### src/rtl/snn_proc_pkg.sv
// rtl/snn_proc_pkg.sv - shared opcodes, field positions and FSM states for axis_snn_processor
package snn_proc_pkg;

  localparam int DATA_W_DEFAULT     = 8;
  localparam int NUM_INP            = 2;
  localparam int OUT_THRESH_DEFAULT = 2;
  localparam int RUN_W              = 6;
  localparam int POT_W              = 4;

  localparam int OPC_HI      = 7;
  localparam int OPC_LO      = 6;
  localparam int AS_IDX_BIT  = 5;
  localparam int AS_TIME_BIT = 4;
  localparam int AS_VAL_BIT  = 3;

  typedef enum logic [1:0] {
    OP_NOP = 2'b00,
    OP_RUN = 2'b01,
    OP_AS  = 2'b10,
    OP_CLR = 2'b11
  } opcode_t;

  typedef enum logic [1:0] {
    S_IDLE = 2'b00,
    S_STEP = 2'b01,
    S_EMIT = 2'b10
  } state_t;

endpackage

### src/rtl/snn_core.sv
// rtl/snn_core.sv - spike schedule, neuron state and single-timestep update
module snn_core
  import snn_proc_pkg::*;
#(
  parameter int OUT_THRESH = OUT_THRESH_DEFAULT
) (
  input  logic       clk,
  input  logic       arstn,
  input  logic       clr,
  input  logic       as_en,
  input  logic       as_idx,
  input  logic       as_time,
  input  logic       as_val,
  input  logic       step_en,
  output logic [2:0] spikes
);

  logic [NUM_INP-1:0] slot0_q, slot0_d;
  logic [NUM_INP-1:0] slot1_q, slot1_d;
  logic [NUM_INP-1:0] fire_dly_q, fire_dly_d;
  logic [POT_W-1:0]   pot_q, pot_d;
  logic [POT_W-1:0]   pot_sum;
  logic               n2_fire;

  // spikes always reflects the step that would execute now; the top samples it on step_en
  always_comb begin
    pot_sum    = pot_q + POT_W'(fire_dly_q[0]) + POT_W'(fire_dly_q[1]);
    n2_fire    = (pot_sum >= POT_W'(OUT_THRESH));
    spikes     = {n2_fire, slot0_q};
    slot0_d    = slot0_q;
    slot1_d    = slot1_q;
    fire_dly_d = fire_dly_q;
    pot_d      = pot_q;
    if (clr) begin
      slot0_d    = '0;
      slot1_d    = '0;
      fire_dly_d = '0;
      pot_d      = '0;
    end else if (step_en) begin
      slot0_d    = slot1_q;
      slot1_d    = '0;
      fire_dly_d = slot0_q;
      pot_d      = n2_fire ? '0 : pot_sum;
    end else if (as_en && as_val) begin
      if (as_time) slot1_d[as_idx] = 1'b1;
      else         slot0_d[as_idx] = 1'b1;
    end
  end

  always_ff @(posedge clk) begin
    if (!arstn) begin
      slot0_q    <= '0;
      slot1_q    <= '0;
      fire_dly_q <= '0;
      pot_q      <= '0;
    end else begin
      slot0_q    <= slot0_d;
      slot1_q    <= slot1_d;
      fire_dly_q <= fire_dly_d;
      pot_q      <= pot_d;
    end
  end

endmodule

### src/rtl/axis_snn_processor.sv
// rtl/axis_snn_processor.sv - AXI-Stream command decoder and step sequencer around snn_core
module axis_snn_processor
  import snn_proc_pkg::*;
#(
  parameter int DATA_W     = DATA_W_DEFAULT,
  parameter int OUT_THRESH = OUT_THRESH_DEFAULT
) (
  input  logic              clk,
  input  logic              arstn,
  input  logic [DATA_W-1:0] s_axis_tdata,
  input  logic              s_axis_tvalid,
  output logic              s_axis_tready,
  output logic [DATA_W-1:0] m_axis_tdata,
  output logic              m_axis_tvalid,
  input  logic              m_axis_tready
);

  state_t            state_q, state_d;
  logic [RUN_W-1:0]  cnt_q, cnt_d;
  logic [DATA_W-1:0] tdata_q, tdata_d;
  logic              tvalid_q, tvalid_d;
  logic              tready_q, tready_d;

  opcode_t           opc;
  logic [RUN_W-1:0]  run_n;
  logic              cmd_acc;
  logic              core_clr;
  logic              core_as_en;
  logic              step_en;
  logic [2:0]        spikes;

  assign opc           = opcode_t'(s_axis_tdata[OPC_HI:OPC_LO]);
  assign run_n         = s_axis_tdata[RUN_W-1:0];
  assign s_axis_tready = tready_q;
  assign m_axis_tdata  = tdata_q;
  assign m_axis_tvalid = tvalid_q;

  // tready is registered so it stays low through the reset edge and rises one cycle later
  always_comb begin
    state_d    = state_q;
    cnt_d      = cnt_q;
    tdata_d    = tdata_q;
    tvalid_d   = tvalid_q;
    tready_d   = tready_q;
    step_en    = 1'b0;
    cmd_acc    = s_axis_tvalid && tready_q;
    core_clr   = cmd_acc && (opc == OP_CLR);
    core_as_en = cmd_acc && (opc == OP_AS);
    case (state_q)
      S_IDLE: begin
        tready_d = 1'b1;
        if (cmd_acc && (opc == OP_RUN) && (run_n != '0)) begin
          cnt_d    = run_n;
          state_d  = S_STEP;
          tready_d = 1'b0;
        end
      end
      S_STEP: begin
        step_en  = 1'b1;
        tdata_d  = {{(DATA_W-3){1'b0}}, spikes};
        tvalid_d = 1'b1;
        state_d  = S_EMIT;
      end
      S_EMIT: begin
        if (m_axis_tready) begin
          tvalid_d = 1'b0;
          cnt_d    = cnt_q - RUN_W'(1);
          if (cnt_d != '0) begin
            state_d = S_STEP;
          end else begin
            state_d  = S_IDLE;
            tready_d = 1'b1;
          end
        end
      end
      default: begin
        state_d  = S_IDLE;
        tvalid_d = 1'b0;
        tready_d = 1'b0;
      end
    endcase
  end

  always_ff @(posedge clk) begin
    if (!arstn) begin
      state_q  <= S_IDLE;
      cnt_q    <= '0;
      tdata_q  <= '0;
      tvalid_q <= 1'b0;
      tready_q <= 1'b0;
    end else begin
      state_q  <= state_d;
      cnt_q    <= cnt_d;
      tdata_q  <= tdata_d;
      tvalid_q <= tvalid_d;
      tready_q <= tready_d;
    end
  end

  snn_core #(
    .OUT_THRESH(OUT_THRESH)
  ) u_core (
    .clk     (clk),
    .arstn   (arstn),
    .clr     (core_clr),
    .as_en   (core_as_en),
    .as_idx  (s_axis_tdata[AS_IDX_BIT]),
    .as_time (s_axis_tdata[AS_TIME_BIT]),
    .as_val  (s_axis_tdata[AS_VAL_BIT]),
    .step_en (step_en),
    .spikes  (spikes)
  );

endmodule

### config.mk
export PLATFORM = sky130hd
export DESIGN_NAME = axis_snn_processor
export DESIGN_NICKNAME = d
export VERILOG_FILES = /design/src/rtl/snn_proc_pkg.sv /design/src/rtl/snn_core.sv /design/src/rtl/axis_snn_processor.sv
export SDC_FILE = /design/constraint.sdc
export NUM_CORES = 1
export LEC_CHECK = 0
export ABC_CLOCK_PERIOD_IN_PS = 5000
export BUFFER_PORTS_ARGS = -buffer_cell sky130_fd_sc_hd__buf_2
export CORE_MARGIN = 4
export CORE_UTILIZATION = 40
export DETAILED_ROUTE_END_ITERATION = 12
export GPL_TIMING_DRIVEN = 1
export PLACE_DENSITY = 0.67
export SLEW_MARGIN = 30
export SYNTH_ARGS = -nofsm -noshare
export SYNTH_HDL_FRONTEND = slang
export SYNTH_SLANG_ARGS = --single-unit
### constraint.sdc
create_clock -name clk -period 5 [get_ports clk]
set_clock_uncertainty 0.05 [all_clocks]
set_input_delay 1 -clock clk [delete_from_list [all_inputs] [get_ports clk]]
set_output_delay 1 -clock clk [all_outputs]
set_load 0.01 [all_outputs]
==> out/results.txt, run 1 <==
Unrepaired setup endpoints after global routing - no
TritonCTS clock tree - yes
Placed instance area - 0.001313 mm2
# clock sinks - 23
Via count - 1090
Synth Area in XOR/XNOR - 2.121%
CP cell instances - buf_2 > or4_4 > o211ai_4 > nor2_2 > o41a_1
Postcts setup bufs - 0
Run status - completed
Max VDD drop - 0.1272 mV
Compound-Gate Fraction of Synth Area - 18.99%
Setup_tns - 0 ns
Clk slew on worst S/H paths - 0.13 ns
Design area - 0.001340 mm2
Clk buf depth - 2
Period minus WS final - 2.246 ns
Clk Latency, worst-skew pair - 0.32 ns
1st-iter DRT viols - 41
Critical Path Source Type - input port
Avg Synthesized Cell Area - 8.426 um2
Final HPWL DP - 2023 um
WP data required - 5.17 ns
Final Cycle Share - 44.91%
Drt pass-1 iters - 4
Share of cells above drive strength 1 - 17.90%
Pwr Density - 238.4 mW/mm2
Core box area - 0.002853 mm2
Yosys warnings - 0
Most frequent cells in the layout - 23 x dfxtp_1, 17 x nand2_1, 16 x buf_2
Crit path largest cell delay - 0.54 ns
Max Slew Vio Count - 0
Slowest-stage cell, CP - or4_4
Final Hold Vio Count - 0
Register area share after synthesis - 37.17%
Pleak - 0.5829 nW
Clk root buf - clkbuf_4
Final nets - 179
Gate count of the mapped netlist - 147
Post-cts sizing count - 0
Final setup viols - 0
Arrival time worst endpoint - 2.41 ns
Initial Utilization - 43.42%
Top Ports - 22
Hold WS - 0.4102 ns
Post-Synthesis Cell Area - 0.001239 mm2
# hold bufs at CTS - 0
Synth unique cells - 45
DR vias/cell - 5.648
Adder-Cell Fraction of Synth Area - 4.646%
Synth Area in Simple Gates - 28.28%
Number of global-route vias before repair - 1036
Diode count - 0
RD Place Congestion - 0.8965
Area Growth Syn to Fin - 8.182%
Final ANT Viol Nets - 0
Die height - 63.65 um
Highest net fanout along the worst path - 10
Slew margin rel. - 55.52%
GRT overflow - 0
Largest net degree at the start of global routing - 16
Mux contribution to synthesized area - 0.9091%
Worst Hold Class - reg2reg
Global-route wire length before repair - 4650 um
Max-cap violations - 0
Antenna violations before repair - 0
Overall routing resource usage - 14.26%
Critical Path End Type - register
# DRC - 0
DIE AREA - 0.004051 mm2
H-Tree Depth - 1
CP Class - in2reg
WL per Instance - 13.79 um
Largest family of logic cells by synthesized area - simple AND/OR/NAND/NOR gates
Wirelength, routed - 2661 um
Die W - 63.65 um
Slew @ Worst Pin - 0.6622 ns
Row count - 19
FMAX - 445.3 MHz
Synth Register Bits - 23
Most common cell after layout, fill and taps aside - dfxtp_1
CTS buffer count - 3
# port buffers - 16
## layer usage
layer / up-vias / GRT usage [%] / wire [um]
li1: 535 / - / -
met1: 521 / 19.01 / 1257
met2: 32 / 22.56 / 1236
met3: 2 / 1.954 / 146
met4: 0 / 6.739 / 20
met5: - / 0 / 0
## flip-flops by register name, summed over array words and instances (netlist names)
name,cells
m_axis_tvalid,1
u_core.slot0_q,2
s_axis_tready,1
u_core.fire_dly_q,2
m_axis_tdata,3
state_q,2
u_core.pot_q,4
cnt_q,6
u_core.slot1_q,2
## stage by stage
| step | total power, mW | instances | utilization, % | worst slack (ns) |
|---|---|---|---|---|
| detailed placement | 0.2335 | 189 | 46.01 | 2.392 |
| floorplan | 0.2224 | 151 | - | 2.629 |
| global placement | 0.2327 | 189 | 46.01 | 2.454 |
| global route | 0.3364 | 193 | 46.97 | 2.721 |
| CTS | 0.3230 | 193 | 46.97 | 2.747 |
| finish | 0.3194 | 193 | 46.97 | 2.754 |
## worst max-delay path: cells and delay by family
kind,cells,cell delay (ns)
compound gates,2,0.67
buf+inv,1,0.12
simple gates,2,0.61
## where the power goes
part	switching [mW]	internal, mW
clock	0.0597	0.0299
sequential	0.00402	0.187
combinational	0.0233	0.0154
total	0.0870	0.232
## cells in the mapped netlist, drive strengths merged
master	number	share of area, %
nor4	1	0.51
nor2	9	2.9
mux2	1	0.91
o22ai	2	1.0
nor2b	9	4.5
a32oi	1	0.71
a221oi	1	0.71
fa	1	1.6
a21oi	10	4.0
inv	9	2.7
a21boi	3	1.8
or2	1	0.51
nor3	7	2.8
a22o	1	0.81
and4b	1	0.81
nand2b	2	1.0
nand2	17	5.2
clkbuf	3	0.91
xor2	2	1.4
o2bb2ai	1	0.71
and2	5	2.6
o41a	1	0.91
nand3	2	0.81
a31oi	2	1.0
xnor2	1	0.71
and4	1	0.71
o211ai	1	1.7
clkdlybuf4s15	1	0.91
o211a	1	0.81
conb	1	0.30
o21ai	3	1.2
o311a	2	1.7
dfxtp	23	37
nor3b	1	0.61
nand4	3	1.5
buf	5	3.0
a211oi	3	1.8
nand3b	2	1.2
and3	3	1.6
or4	1	0.91
ha	3	3.0
## area by class of cell
| cell class | count | area [um2] |
|---|---|---|
| Clock buffer | 3 | 22.52 |
| Multi-Input combinational cell | 110 | 699.4 |
| Sequential cell | 23 | 460.4 |
| Fill cell | 303 | 1513 |
| Clock inverter | 1 | 5.005 |
| Timing Repair Buffer | 16 | 80.08 |
| Inverter | 9 | 33.78 |
| Tap cell | 31 | 38.79 |
## final timing paths
kind | startpoint | end | slack, ns | depth (start not counted)
setup / recovery | s_axis_tdata[3] | cnt_q[5]$_SDFFE_PN0P_ | 2.75 | 5
hold / removal | m_axis_tdata[0]$_SDFFE_PN0P_ | m_axis_tdata[0]$_SDFFE_PN0P_ | 0.41 | 2
setup reg to reg | state_q[1]$_SDFFE_PN0P_ | cnt_q[0]$_SDFFE_PN0P_ | 3.04 | 4
hold reg to reg | m_axis_tdata[0]$_SDFFE_PN0P_ | m_axis_tdata[0]$_SDFFE_PN0P_ | 0.41 | 2
## kinds of logic after synthesis
family                     Yosys count
adders and majority gates            4
muxes                                1
other                                1
and+or+nand+nor                     65
DFF                                 23
AOI/OAI and AO/OA                   32
buffers and inverters               18
xor gates and xnor gates             3
(Power assumes the default switching activity.)
==> run 2, diff against run 1 <==
- ABC_CLOCK_PERIOD_IN_PS: 5000 -> 2300
- clock period: 5 -> 2.3 ns (I/O delays scaled with it)
==> out/results.txt, run 2 (same netlist as run 1, synthesis figures left out) <==
# DRC - 0 (unchanged)
CP cell instances - inv_1 > fa_1 > inv_1 > ha_1 > nor3_1 > nand3b_1 > a21oi_1 (was buf_2 > or4_4 > o211ai_4 > nor2_2 > o41a_1)
Period minus WS final - 1.751 ns
Top Ports - 22 (unchanged)
Arrival time worst endpoint - 1.96 ns (was 2.41 ns)
Final ANT Viol Nets - 0 (unchanged)
Clk slew on worst S/H paths - 0.13 ns (about the same)
Drt pass-1 iters - 4 (unchanged)
Overall routing resource usage - 13.64% (was 14.26%)
Register share of total power - 59.6% (was 59.8%)
Critical Path End Type - register (unchanged)
Crit path largest cell delay - 0.43 ns (was 0.54 ns)
Cells on Worst Hold Path - 2 (unchanged)
TritonCTS clock tree - yes (unchanged)
Top cell by count, worst path - inv_1
Share of cells above drive strength 1 - 18.90% (was 17.90%)
FMAX - 571.1 MHz
Unrepaired setup endpoints after global routing - no (unchanged)
DIE AREA - 0.004051 mm2 (unchanged)
Clk Latency, worst-skew pair - 0.32 ns (about the same)
Clk buf depth - 2 (unchanged)
Max Slew Vio Count - 0 (unchanged)
Core box area - 0.002853 mm2 (unchanged)
Die W - 63.65 um (unchanged)
Final nets - 181 (was 179)
Max-cap violations - 0 (unchanged)
# port buffers - 16 (unchanged)
WP data required - 2.51 ns (was 5.17 ns)
Combinational power share - 12.7% (was 12.1%)
Slowest-stage cell, CP - fa_1 (was or4_4)
GRT overflow - 0 (unchanged)
Worst Hold Class - reg2reg (unchanged)
DR vias/cell - 5.590 (was 5.648)
Clock power share - 27.6% (was 28.1%)
Die height - 63.65 um (unchanged)
Final worst setup slack - 0.5489 ns (was 2.754 ns)
Final Hold Vio Count - 0 (unchanged)
Via count - 1090 (unchanged)
Final Cycle Share - 76.13%
Clk root buf - clkbuf_4 (unchanged)
Final HPWL DP - 1971 um (was 2023 um)
Largest Register - cnt_q (unchanged)
1st-iter DRT viols - 49 (was 41)
Max VDD drop - 0.2413 mV (was 0.1272 mV)
Pleak - 0.5927 nW (was 0.5829 nW)
Worst-case reg-to-reg path depth - 7 (was 4)
Largest net degree at the start of global routing - 16 (unchanged)
Area Growth Syn to Fin - 9.394% (was 8.182%)
DP Worst Slack - 0.2517 ns (was 2.392 ns)
CP Class - reg2reg (was in2reg)
Highest net fanout along the worst path - 2 (was 10)
Max reg flops - 6 (unchanged)
# clock sinks - 23 (unchanged)
Pwr Density - 512.9 mW/mm2 (was 238.4 mW/mm2)
Row count - 19 (unchanged)
CTS buffer count - 3 (unchanged)
# hold bufs at CTS - 0 (unchanged)
Postcts setup bufs - 0 (unchanged)
Critical Path Source Type - register (was input port)
Most frequent cells in the layout - 23 x dfxtp_1, 17 x nand2_1, 16 x buf_2 (unchanged)
Final setup viols - 0 (unchanged)
RD Place Congestion - 0.8982 (was 0.8965)
Net Sw Power - 187.2 uW (was 87.03 uW)
Wirelength, routed - 2595 um (was 2661 um)
Antenna violations before repair - 0 (unchanged)
Net Sw Frac - 26.93% (was 27.25%)
Most common cell after layout, fill and taps aside - dfxtp_1 (unchanged)
H-Tree Depth - 1 (unchanged)
Setup_tns - 0 ns (unchanged)
WL per Instance - 13.31 um (was 13.79 um)
Initial Utilization - 43.42% (unchanged)
Diode count - 0 (unchanged)
Internal Power - 507.8 uW (was 232.4 uW)
Run status - completed (unchanged)
Global-route wire length before repair - 4540 um (was 4650 um)
Post-cts sizing count - 0 (unchanged)
Number of global-route vias before repair - 1061 (was 1036)
Number of fill cells - 292 (was 303)
## run 2: through the flow
| stage | instances | utilization [%] | hold slack, ns | cell area [um2] | power, mW |
|---|---|---|---|---|---|
| 6_report | 195 | 47.50 | 0.4123 | 1355 | 0.6950 |
| 5_1_grt | 195 | 47.50 | 0.4409 | 1355 | 0.7304 |
| 4_1_cts | 195 | 47.50 | 0.4060 | 1355 | 0.7032 |
| 3_5_place_dp | 191 | 46.54 | 0.3965 | 1328 | 0.5107 |
| 3_3_place_gp | 191 | 46.54 | 0.3904 | 1328 | 0.5092 |
| 2_1_floorplan | 151 | - | 0.3819 | 1254 | 0.4836 |
## run 2: area by class of cell
cell class | instances | area [um2] | area share [%]
clock inverters | 1 | 5.005 | 0.3693
clock buffers | 3 | 22.52 | 1.662
inverters | 9 | 33.78 | 2.493
repair buffers | 18 | 95.09 | 7.018
flip-flops and latches | 23 | 460.4 | 33.98
multi-input cells | 110 | 699.4 | 51.62
well taps | 31 | 38.79 | 2.862
## run 2: final timing paths
kind / slack, ns / startpoint / to
min reg2reg: 0.41 / m_axis_tdata[0]$_SDFFE_PN0P_ / m_axis_tdata[0]$_SDFFE_PN0P_
min: 0.41 / m_axis_tdata[0]$_SDFFE_PN0P_ / m_axis_tdata[0]$_SDFFE_PN0P_
max: 0.55 / u_core.pot_q[0]$_SDFFE_PP0P_ / u_core.pot_q[0]$_SDFFE_PP0P_
max reg2reg: 0.55 / u_core.pot_q[0]$_SDFFE_PP0P_ / u_core.pot_q[0]$_SDFFE_PP0P_
## run 2: worst max-delay path, delay by kind of cell (launching register included)
kind	cells	cell delay, ns
fa+ha+maj	2	0.64
buf+inv	2	0.13
simple gates	2	0.38
compound gates	1	0.14
flops	1	0.36
## run 2: power by group through the flow
stage               sequential (mW)  combinational [mW]  clock, mW
floorplan                     0.422              0.0617          0
global placement              0.423              0.0866          0
detailed placement            0.423              0.0878          0
CTS                           0.414              0.0881      0.201
global route                  0.416              0.0990      0.216
finish                        0.414              0.0885      0.192
## run 2: metal layers
| metal | track usage (%) | share of wire, % |
|---|---|---|
| met1 | 17.84 | 49 |
| met2 | 21.38 | 43 |
| met3 | 2.131 | 5.8 |
| met4 | 7.278 | 2.2 |
| met5 | 0 | 0 |
==> run 3, diff against run 2 <==
- ABC_AREA: not set -> 1
- ABC_CLOCK_PERIOD_IN_PS: 2300 -> 1470
- PLACE_DENSITY: 0.67 -> 0.69
- clock period: 2.3 -> 1.47 ns (I/O delays scaled with it)
==> out/results.txt, run 3 <==
Run status - complete, but fails checks (was completed)
Failing checks - setup timing
Number of global-route vias before repair - 1087 (was 1061)
Via count - 1147 (was 1090)
Largest net degree at the start of global routing - 14 (was 16)
Count leader, synth - inv_1 (was dfxtp_1)
Yosys warnings - 0 (unchanged)
Highest net fanout along the worst path - 2 (unchanged)
FF-to-FF Start - u_core.pot_q[0]$_SDFFE_PP0P_ (unchanged)
Top Ports - 22 (unchanged)
Post-Synthesis Cell Area - 0.001281 mm2 (was 0.001239 mm2)
Unrepaired setup endpoints after global routing - yes (was no)
Row count - 20 (was 19)
Pwr Density - 760.3 mW/mm2 (was 512.9 mW/mm2)
Final nets - 222 (was 181)
Final worst setup slack - -0.07161 ns (was 0.5489 ns)
Period minus WS final - 1.542 ns (was 1.751 ns)
Max VDD drop - 0.2622 mV (was 0.2413 mV)
Worst Hold Class - in2reg (was reg2reg)
Max Slew Vio Count - 0 (unchanged)
DR vias/cell - 4.606 (was 5.590)
GRT overflow - 0 (unchanged)
Largest Register - cnt_q (unchanged)
RD Place Congestion - 0.8299 (was 0.8982)
Global-route wire length before repair - 4519 um (was 4540 um)
CP Class - reg2reg (unchanged)
Critical Path End Type - register (unchanged)
DIE AREA - 0.004173 mm2 (was 0.004051 mm2)
Overall routing resource usage - 13.56% (was 13.64%)
Largest cells by area after synthesis - dfxtp_1 36%, inv_1 10%, nand2_1 9.4%, nor2_1 5.9%, nand3_1 5.1% (was dfxtp_1 37%, nand2_1 5.2%, nor2b_1 4.5%, a21oi_1 4.0%, buf_4 3.0%)
Placed Instances - 245 (was 191)
Max layer used - met4 (unchanged)
Util after Layout - 48.65% (was 47.50%)
WP data required - 1.65 ns (was 2.51 ns)
Core box area - 0.003053 mm2 (was 0.002853 mm2)
Clk root buf - clkbuf_4 (unchanged)
Reg-to-Reg End - u_core.pot_q[0]$_SDFFE_PP0P_ (unchanged)
Most frequent cells in the layout - 31 x inv_1, 31 x nand2_1, 19 x nor2_1, 19 x dfxtp_1, 16 x buf_2 (was 23 x dfxtp_1, 17 x nand2_1, 16 x buf_2)
Number of synthesized flops with an enable pin - 0 (unchanged)
H-Tree Depth - 1 (unchanged)
Layout Cells excl Fill - 249 (was 195)
Die W - 64.60 um (was 63.65 um)
FMAX - 648.7 MHz (was 571.1 MHz)
Synth unique cells - 28 (was 45)
Wirelength, routed - 2607 um (was 2595 um)
WL met3 - 121 um (was 150 um)
Reg2Reg Setup Slack - -0.07 ns (was 0.55 ns)
Clk slew on worst S/H paths - 0.12 ns (was 0.13 ns)
Arrival time worst endpoint - 1.72 ns (was 1.96 ns)
CTS buffer count - 3 (unchanged)
Final setup viols - 2 (was 0)
Critical Path Source Type - register (unchanged)
Design area - 0.001485 mm2 (was 0.001355 mm2)
Diode count - 0 (unchanged)
Final ANT Viol Nets - 0 (unchanged)
Worst-case reg-to-reg path depth - 7 (unchanged)
Clk Latency, worst-skew pair - 0.31 ns (was 0.32 ns)
CP Launch Point - u_core.pot_q[0]$_SDFFE_PP0P_ (unchanged)
Die height - 64.60 um (was 63.65 um)
Clk buf depth - 2 (unchanged)
Register area share after synthesis - 35.94% (was 37.17%)
Share of the synthesized area in the top cell type - 35.94% (was 37.17%)
Max-cap violations - 0 (unchanged)
Postcts setup bufs - 0 (unchanged)
Final HPWL DP - 2005 um (was 1971 um)
Met2 routed WL - 1129 um (was 1111 um)
Gate count of the mapped netlist - 182 (was 147)
Max reg flops - 6 (unchanged)
Placed instance area - 0.001416 mm2 (was 0.001328 mm2)
1st-iter DRT viols - 54 (was 49)
Main flop type after synthesis - dfxtp_1 (unchanged)
Share of cells above drive strength 1 - 25.85% (was 18.90%)
Final Hold Vio Count - 0 (unchanged)
Metal-1 WL - 1294 um (was 1276 um)
# DRC - 0 (unchanged)
# clock sinks - 23 (unchanged)
Fraction of registers with async set/reset - 0% (unchanged)
Hold WS - 0.1926 ns (was 0.4123 ns)
Pleak - 0.6821 nW (was 0.5927 nW)
TritonCTS clock tree - yes (unchanged)
Top post-synthesis cells by count - 35 x inv_1, 32 x nand2_1, 23 x dfxtp_1 (was 23 x dfxtp_1, 17 x nand2_1, 10 x a21oi_1)
Initial Utilization - 41.97% (was 43.42%)
Synth Register Bits - 23 (unchanged)
Antenna violations before repair - 0 (unchanged)
Area Growth Syn to Fin - 15.92% (was 9.394%)
Crit path capture - u_core.pot_q[0]$_SDFFE_PP0P_ (unchanged)
Final Cycle Share - 104.9% (was 76.13%)
Drt pass-1 iters - 4 (unchanged)
# port buffers - 16 (unchanged)
Post-synth top area cell - dfxtp_1 (unchanged)
Avg Synthesized Cell Area - 7.040 um2 (was 8.426 um2)
Cells on Worst Hold Path - 3 (was 2)
WL per Instance - 10.47 um (was 13.31 um)
[run 3: cells by family after synthesis]
group,synth area share [%]
XOR/XNOR,0.6837
AND/OR/NAND/NOR,29.78
buffers and inverters,15.82
flip-flops,35.94
other,0.2927
adder cells (fa/ha/maj),4.493
AO/OA/AOI/OAI,12.99
[run 3: how the worst min path moves through the flow]
stage                                           endpoint                            from  slack, ns
after global routing      u_core.slot1_q[1]$_SDFFE_PP0P_                 s_axis_tdata[5]       0.19
after CTS                 u_core.slot1_q[1]$_SDFFE_PP0P_                 s_axis_tdata[5]       0.19
after detailed placement  u_core.slot1_q[1]$_SDFFE_PP0P_  u_core.slot1_q[1]$_SDFFE_PP0P_       0.39
after floorplan           u_core.slot1_q[0]$_SDFFE_PP0P_  u_core.slot1_q[0]$_SDFFE_PP0P_       0.38
after global placement    u_core.slot1_q[1]$_SDFFE_PP0P_  u_core.slot1_q[1]$_SDFFE_PP0P_       0.39
final                     u_core.slot1_q[1]$_SDFFE_PP0P_                 s_axis_tdata[5]       0.19
[run 3: power by group]
part / total, mW / switching (mW) / internal [mW] / leakage, nW
sequential: 0.653 / 0.0124 / 0.640 / 0.188
clock: 0.294 / 0.192 / 0.102 / 0.0177
combinational: 0.182 / 0.114 / 0.0688 / 0.476
[run 3: timing repair]
item,in CTS,in global routing
resized for setup,4,9
hold endpoints to repair,0,0
cloned,0,0
hold buffers,0,0
pin swaps,2,2
setup endpoints to repair,2,7
[run 3: area by class of cell]
cell class                      instances  area (um2)
Sequential cell                        23       465.4
Inverter                               37       138.9
Tap cell                               44       55.05
Timing Repair Buffer                   22       125.1
Clock buffer                            3       22.52
Clock inverter                          1       5.005
Fill cell                             324        1568
Multi-Input combinational cell        119       673.1
[run 3: through the flow]
| stage | worst slack [ns] | power [mW] | TNS (ns) |
|---|---|---|---|
| 2_1_floorplan | -0.05077 | 0.8010 | -0.05077 |
| 3_3_place_gp | -0.07956 | 0.8428 | -0.1005 |
| 3_5_place_dp | -0.1164 | 0.8431 | -0.1768 |
| 4_1_cts | -0.07173 | 1.137 | -0.1228 |
| 5_1_grt | -0.1435 | 1.191 | -0.2704 |
| 6_report | -0.07161 | 1.129 | -0.1190 |
[run 3: critical path: stages (launching register included)]
cell and delay, ns:
dfxtp_2 0.35, inv_2 0.04, fa_2 0.37, inv_2 0.09, ha_4 0.14, xnor2_2 0.10
nand4_1 0.13, o31ai_1 0.19
[run 3: per-layer routing]
| metal | track usage (%) | vias to the layer above |
|---|---|---|
| li1 | - | 607 |
| met1 | 17.87 | 501 |
| met2 | 21.26 | 32 |
| met3 | 1.906 | 7 |
| met4 | 7.388 | 0 |
| met5 | 0 | - |
